===== src/rtl/alu_pkg.sv =====
// Shared opcodes, FSM state encoding and flag bundle for alu_multicycle.
package alu_pkg;

   localparam logic [3:0] OP_AND = 4'b0000;
   localparam logic [3:0] OP_OR  = 4'b0001;
   localparam logic [3:0] OP_ADD = 4'b0010;
   localparam logic [3:0] OP_SUB = 4'b0110;
   localparam logic [3:0] OP_NOR = 4'b1100;
   localparam logic [3:0] OP_SLT = 4'b0111;
   localparam logic [3:0] OP_MUL = 4'b1000;

   typedef enum logic [1:0] {
      IDLE = 2'd0,
      BUSY = 2'd1,
      DONE = 2'd2
   } state_e;

   typedef struct packed {
      logic zero;
      logic gez;
      logic carry;
      logic ovf;
      logic illegal;
   } flags_t;

   // Flags of a zero result with nothing else set.
   localparam flags_t FLAGS_RST = '{1'b1, 1'b1, 1'b0, 1'b0, 1'b0};

   function automatic flags_t plain_flags(input logic is_zero, input logic msb);
      flags_t f;
      f = '{is_zero, ~msb, 1'b0, 1'b0, 1'b0};
      return f;
   endfunction

endpackage


===== src/rtl/alu_mul_iter.sv =====
// Iterative shift-add multiplier: one partial product per cycle, WIDTH steps after start.
module alu_mul_iter #(
   parameter int WIDTH = 64
) (
   input  logic             clk,
   input  logic             rst_n,
   input  logic             start,
   input  logic [WIDTH-1:0] a,
   input  logic [WIDTH-1:0] b,
   output logic             done,
   output logic [WIDTH-1:0] product
);

   localparam int CW = $clog2(WIDTH);

   logic             busy_q, busy_d;
   logic [CW-1:0]    cnt_q, cnt_d;
   logic [WIDTH-1:0] mcand_q, mcand_d;
   logic [WIDTH-1:0] mplier_q, mplier_d;
   logic [WIDTH-1:0] acc_q, acc_d;

   // done marks the cycle performing the final step; product is that step's sum.
   assign done    = busy_q && (cnt_q == CW'(WIDTH - 1));
   assign product = acc_d;

   always_comb begin
      busy_d   = busy_q;
      cnt_d    = cnt_q;
      mcand_d  = mcand_q;
      mplier_d = mplier_q;
      acc_d    = acc_q;
      if (start) begin
         busy_d   = 1'b1;
         cnt_d    = '0;
         mcand_d  = a;
         mplier_d = b;
         acc_d    = '0;
      end else if (busy_q) begin
         acc_d    = acc_q + (mplier_q[0] ? mcand_q : '0);
         mcand_d  = mcand_q << 1;
         mplier_d = mplier_q >> 1;
         cnt_d    = cnt_q + 1'b1;
         if (done) busy_d = 1'b0;
      end
   end

   always_ff @(posedge clk or negedge rst_n) begin
      if (!rst_n) begin
         busy_q <= 1'b0;
         cnt_q  <= '0;
      end else begin
         busy_q <= busy_d;
         cnt_q  <= cnt_d;
      end
   end

   always_ff @(posedge clk) begin
      mcand_q  <= mcand_d;
      mplier_q <= mplier_d;
      acc_q    <= acc_d;
   end

endmodule


===== src/rtl/alu_multicycle.sv =====
// Handshaked ALU with registered result/flags; MUL uses alu_mul_iter only when
// ALU_MULTICYCLE_MUL_EN is defined, otherwise opcode 1000 is treated as illegal.
module alu_multicycle
   import alu_pkg::*;
#(
   parameter int WIDTH = 64
) (
   input  logic             clk,
   input  logic             rst_n,
   input  logic             in_valid,
   output logic             in_ready,
   input  logic [WIDTH-1:0] a,
   input  logic [WIDTH-1:0] b,
   input  logic [3:0]       alu_op,
   output logic             out_valid,
   input  logic             out_ready,
   output logic [WIDTH-1:0] result,
   output logic             zero,
   output logic             gez,
   output logic             carry,
   output logic             ovf,
   output logic             illegal
);

   state_e                  state_q, state_d;
   logic [WIDTH-1:0]        result_q, result_d;
   flags_t                  flags_q, flags_d;
   logic [WIDTH-1:0]        alu_res;
   flags_t                  alu_flags;
   logic [WIDTH:0]          add_w, sub_w;
   logic signed [WIDTH-1:0] a_s, b_s;
   logic                    accept;

   assign in_ready  = (state_q == IDLE) || ((state_q == DONE) && out_ready);
   assign accept    = in_valid && in_ready;
   assign out_valid = (state_q == DONE);
   assign result    = result_q;
   assign zero      = flags_q.zero;
   assign gez       = flags_q.gez;
   assign carry     = flags_q.carry;
   assign ovf       = flags_q.ovf;
   assign illegal   = flags_q.illegal;
   assign a_s       = a;
   assign b_s       = b;

`ifdef ALU_MULTICYCLE_MUL_EN
   logic             mul_start, mul_done;
   logic [WIDTH-1:0] mul_product;

   assign mul_start = accept && (alu_op == OP_MUL);

   alu_mul_iter #(.WIDTH(WIDTH)) u_mul (
      .clk     (clk),
      .rst_n   (rst_n),
      .start   (mul_start),
      .a       (a),
      .b       (b),
      .done    (mul_done),
      .product (mul_product)
   );
`endif

   // Single-cycle datapath, evaluated on the operands offered this cycle.
   always_comb begin
      add_w     = {1'b0, a} + {1'b0, b};
      sub_w     = {1'b0, a} + {1'b0, ~b} + {{WIDTH{1'b0}}, 1'b1};
      alu_res   = '0;
      alu_flags = FLAGS_RST;
      case (alu_op)
         OP_AND: alu_res = a & b;
         OP_OR:  alu_res = a | b;
         OP_NOR: alu_res = ~(a | b);
         OP_SLT: alu_res = {{(WIDTH-1){1'b0}}, (a_s < b_s)};
         OP_ADD: alu_res = add_w[WIDTH-1:0];
         OP_SUB: alu_res = sub_w[WIDTH-1:0];
         default: alu_res = '0;
      endcase
      alu_flags = plain_flags(alu_res == '0, alu_res[WIDTH-1]);
      case (alu_op)
         OP_AND, OP_OR, OP_NOR, OP_SLT: ;
         OP_ADD: begin
            alu_flags.carry = add_w[WIDTH];
            alu_flags.ovf   = (a[WIDTH-1] == b[WIDTH-1]) && (add_w[WIDTH-1] != a[WIDTH-1]);
         end
         OP_SUB: begin
            alu_flags.carry = sub_w[WIDTH];
            alu_flags.ovf   = (a[WIDTH-1] != b[WIDTH-1]) && (sub_w[WIDTH-1] != a[WIDTH-1]);
         end
         default: alu_flags.illegal = 1'b1;
      endcase
   end

   always_comb begin
      state_d  = state_q;
      result_d = result_q;
      flags_d  = flags_q;
      case (state_q)
         BUSY: begin
`ifdef ALU_MULTICYCLE_MUL_EN
            if (mul_done) begin
               state_d  = DONE;
               result_d = mul_product;
               flags_d  = plain_flags(mul_product == '0, mul_product[WIDTH-1]);
            end
`else
            state_d = IDLE;
`endif
         end
         DONE: if (out_ready) state_d = IDLE;
         default: ;
      endcase
      // An acceptance in DONE overrides the return to IDLE, so there is no bubble.
      if (accept) begin
         state_d  = DONE;
         result_d = alu_res;
         flags_d  = alu_flags;
`ifdef ALU_MULTICYCLE_MUL_EN
         if (alu_op == OP_MUL) begin
            state_d  = BUSY;
            result_d = result_q;
            flags_d  = flags_q;
         end
`endif
      end
   end

   always_ff @(posedge clk or negedge rst_n) begin
      if (!rst_n) begin
         state_q  <= IDLE;
         result_q <= '0;
         flags_q  <= FLAGS_RST;
      end else begin
         state_q  <= state_d;
         result_q <= result_d;
         flags_q  <= flags_d;
      end
   end

endmodule


===== config.mk =====
export PLATFORM = sky130hd
export DESIGN_NAME = alu_multicycle
export DESIGN_NICKNAME = d
export VERILOG_FILES = /design/src/rtl/alu_pkg.sv /design/src/rtl/alu_mul_iter.sv /design/src/rtl/alu_multicycle.sv
export SDC_FILE = /design/constraint.sdc
export NUM_CORES = 1
export LEC_CHECK = 0
export CAP_MARGIN = 20
export CORE_AREA = 4 4 121 238
export DETAILED_ROUTE_END_ITERATION = 10
export DIE_AREA = 0 0 125 242
export PLACE_DENSITY = 0.86
export SKIP_LAST_GASP = 1
export SLEW_MARGIN = 0
export SYNTH_ARGS = -nofsm -noshare
export SYNTH_HDL_FRONTEND = slang
export SYNTH_HIERARCHICAL = 1
export SYNTH_SLANG_ARGS = --single-unit

===== constraint.sdc =====
create_clock -name clk -period 2.7 [get_ports clk]
set_input_delay 0.27 -clock clk [delete_from_list [all_inputs] [get_ports clk]]
set_output_delay 0.27 -clock clk [all_outputs]
set_load 0.005 [all_outputs]

==> impl_metrics.yaml, run 1 <==
floorplanning:
  io_pins: 207
  die_width_um: 125
  start_util_pct: 54.00
  fp.dieH_um: 242
  rows: 85
yosys:
  syn_nets: 2387
  synth_seq_cells: 70
  postSynthCellCount: 2051
  synth_top_area_cell: "ha_1"
  synth_common_cells: "nand2_1, ha_1, inv_1, a21oi_1, nor2_1"
  synth_warnings: 6
  synth_edf_count: 0
  netlist_area_um2: 14590
  avgSynthCellArea_um2: 7.112
  ys_seq_area_share_pct: 12.03
  yosys.area.top_type_share_pct: 16.98
  async_flop_share_pct: 100.0
  synth.distinct_cells: 105
  ys.flop_type: "dfrtp_1"
  synth_most_common_cell: "nand2_1"
  synthTopCellsByArea: "ha_1, dfrtp_1, a21oi_1"
clock_network:
  clock_path_buffers: 2
  cts_hold_buf: 0
  cts_sinks: 70
  htree_levels: 3
  cts_resized: 865
  cts_root_buf: "clkbuf_16"
  postCtsSetupBuffers: 161
  cts_inserted_buffers: 9
placed_design:
  place.gp.congestion: 1.305
  pre_cts_slack_ns: -2.193
  placedCellCount: 3274
  place_hpwl_mm: 71.05
  portBuffers: 206
  dpl_cell_area_um2: 23000
status:
  haltStage: "clock tree synthesis"
  tool.error: "[ERROR DPL-0038] Utilization greater than 100%, impossible to legalize"
  outcome: "did not finish"
kinds of logic after synthesis:
logic type               share of synthesized area, %
AO/OA/AOI/OAI                                   36.88
flip-flops                                      12.03
AND/OR/NAND/NOR                                 21.70
buffers and inverters                           10.34
adder cells (fa/ha/maj)                         17.26
multiplexers                                   0.6605
XOR/XNOR                                        1.141
metrics by stage:
stage	hold slack (ns)	setup TNS, ns
3_3_place_gp	0.3379	-61.38
3_5_place_dp	0.3899	-74.81
2_1_floorplan	-0.02559	-2.039
==> run 2, diff against run 1 <==
Settings changed: CORE_AREA 4 4 121 238 to 4 4 196 198, DIE_AREA 0 0 125 242 to 0 0 200 202, PLACE_DENSITY 0.86 to not set, PLACE_DENSITY_LB_ADDON set to 0.15.
==> impl_metrics.yaml, run 2 <==
route:
  drt_first_pass_iters: 8
  detail-route-antenna-nets: 0
  viasPerCell: 6.077
  wire_per_inst_um: 22.85
  drt_iter0_drc: 2597
  drt_wl_total_mm: 84.91
  vias: 22580
  drc_errors: 0
sta:
  max-slew-margin-rel_pct: 22.33
  worstMarginPinSlew_ns: 1.165
  fin_setup_tns_ns: -26.59
  slew_violations: 0
  setup_ws_ns: -1.493
  grt_setup_unrepaired: "yes"
  max_freq_ghz: 0.2385
  hold_viol_final: 0
  fin_skew_ns: 0.01219
  layout_min_cycle_time_ns: 4.193
  fin_crit_sh_pct: 155.3
  setup_viol: 48
yosys:
  yosys.area_share.adder_pct: 17.26
  synthMuxAreaShare_pct: 0.6605
  synth_seq_cells: 70
  synth.distinct_cells: 105
  synth_common_cells: "nand2_1, ha_1, inv_1, a21oi_1, nor2_1"
  synth_top_area_cell: "ha_1"
  postSynthCellCount: 2051
  syn_nets: 2387
  synth_most_common_cell: "nand2_1"
  synth-xor-area-share_pct: 1.141
  async_flop_share_pct: 100.0
  ys_seq_area_share_pct: 12.03
  ys.flop_type: "dfrtp_1"
  yosys.area.top_type_share_pct: 16.98
  synth_compound_area_share_pct: 36.88
  netlist_area_um2: 14590
  synth_warnings: 6
  synth_top_family_by_area: "compound AO/OA/AOI/OAI gates"
  avgSynthCellArea_um2: 7.112
  synthTopCellsByArea: "ha_1, dfrtp_1, a21oi_1"
  synthSimpleGateAreaFrac_pct: 21.70
  synth_edf_count: 0
clock_network:
  cts_root_buf: "clkbuf_16"
  clock_path_buffers: 2
  cts_inserted_buffers: 9
  clk_latency_ns: 0.36
  path_clk_slew_ns: 0.07
  cts_tree: "yes"
  htree_levels: 3
  cts_sinks: 70
min_path:
  hold_class: "in -> async"
cells_and_area:
  layout_common_cells: "buf_4, nand2_1, nor2_1"
  multiInputGateArea_um2: 14670
  drive_gt1_share_pct: 53.51
  nFillCells: 2461
  regArea_um2: 1754
  mostFrequentLayoutCell: "buf_4"
  largest_reg_flops: 64
  synthToLayoutAreaGrowth_pct: 98.70
  final_nets: 3577
status:
  outcome: "finished, violations left"
  violations: "negative setup slack"
floorplanning:
  io_pins: 207
  fp.dieH_um: 202
  coreArea_um2: 36520
  start_util_pct: 39.94
  die_width_um: 200
  die_area_um2: 40400
  rows: 70
pwr:
  power_density_nw_per_um2: 329.2
  vdd_drop_max_uv: 358.2
  power_leakage_nw: 13.50
global_routing:
  grt_max_degree: 99
  grt_pass1_wl_mm: 123.7
  grt_pass1_vias: 22100
  grt_overflow_total: 0
  track_usage_pct: 38.45
  antenna_found_initial: 4
placed_design:
  place.gp.congestion: 1.050
  portBuffers: 206
  place_hpwl_mm: 63.60
  pre_cts_slack_ns: -2.651
critical_path:
  crit_path_end_kind: "flip-flop"
  worstPathRequired_ns: 2.98
  start_kind: "input pin"
  crit_type: "in -> reg"
  cp_max_fo: 3
  critPathArrivalTime_ns: 4.47
run:
  max_cap_viol_count: 0
run 2: area by class of cell:
class / count / area share [%]
timing repair buffer: 1304 / 37.52
multi-input combinational: 1656 / 50.63
antenna: 1 / 0.008634
inverter: 200 / 2.806
sequential: 70 / 6.052
clock inverter: 7 / 0.1899
tap: 468 / 2.020
clock buffer: 9 / 0.7771
run 2: metrics by stage:
stage | area, um2 | cells | hold slack [ns] | utilization [%] | power (mW)
finish | 28980 | 3715 | 0.4037 | 79.36 | 9.540
floorplan | 15270 | 2051 | -0.02559 | - | 3.598
global placement | 23750 | 3471 | 0.4560 | 65.03 | 6.495
global route | 28980 | 3715 | 0.4480 | 79.36 | 9.909
CTS | 27630 | 3651 | 0.1193 | 75.65 | 8.865
detailed placement | 23750 | 3471 | 0.4632 | 65.03 | 6.579
run 2: worst paths after layout:
kind	startpoint	end	slack, ns	cells after the start
hold / removal	rst_n	result[9]	0.40	2
setup reg to reg	state_q[1]	zero	-0.54	12
min in group clk	result[63]	result[63]	0.48	2
setup / recovery	a[0]	zero	-1.49	20
max in group asynchronous	rst_n	zero	1.67	3
hold reg to reg	result[63]	result[63]	0.48	2
run 2: metal layers:
layer / GRT usage, % / vias up / routed length [um]
li1: - / 9975 / -
met1: 50.34 / 10710 / 32950
met2: 62.07 / 1511 / 38210
met3: 6.084 / 380 / 8375
met4: 17.18 / 6 / 5331
met5: 0 / - / 34
run 2: worst max-delay path: stages:
cell,delay [ns]
buf_6,0.09
buf_6,0.11
ha_4,0.15
inv_2,0.05
fa_2,0.18
and2b_2,0.24
o2111ai_4,0.31
nand2_2,0.11
buf_6,0.15
buf_6,0.10
a21o_1,0.17
a221o_1,0.36
a22oi_2,0.26
and2_4,0.20
and4_4,0.24
nand4_1,0.19
nor4_4,0.41
nand4_1,0.16
or4_4,0.52
o31ai_4,0.18
run 2: logic make-up after synthesis:
family,Yosys count
muxes,9
DFF,70
buffers and inverters,325
xor gates and xnor gates,19
adders and majority gates,200
AOI/OAI and AO/OA,763
and+or+nand+nor,665
run 2: power by group:
part / internal (mW) / switching, mW / total (mW) / leakage, nW
Sequential: 1.22 / 0.119 / 1.33 / 0.888
Combinational: 3.52 / 3.44 / 6.96 / 12.5
Clock: 0.638 / 0.606 / 1.24 / 0.139
Total: 5.37 / 4.17 / 9.54 / 13.5
run 2: repair_timing:
item                                   CTS  global route
pin swaps                              236           189
endpoints found under the hold margin    0            27
setup buffers                          177            88
setup endpoints to repair               61            60
hold buffers                             0             1
gates resized for setup                742           292
gates cloned                             0             0
Power figures use the tool's default switching activity.
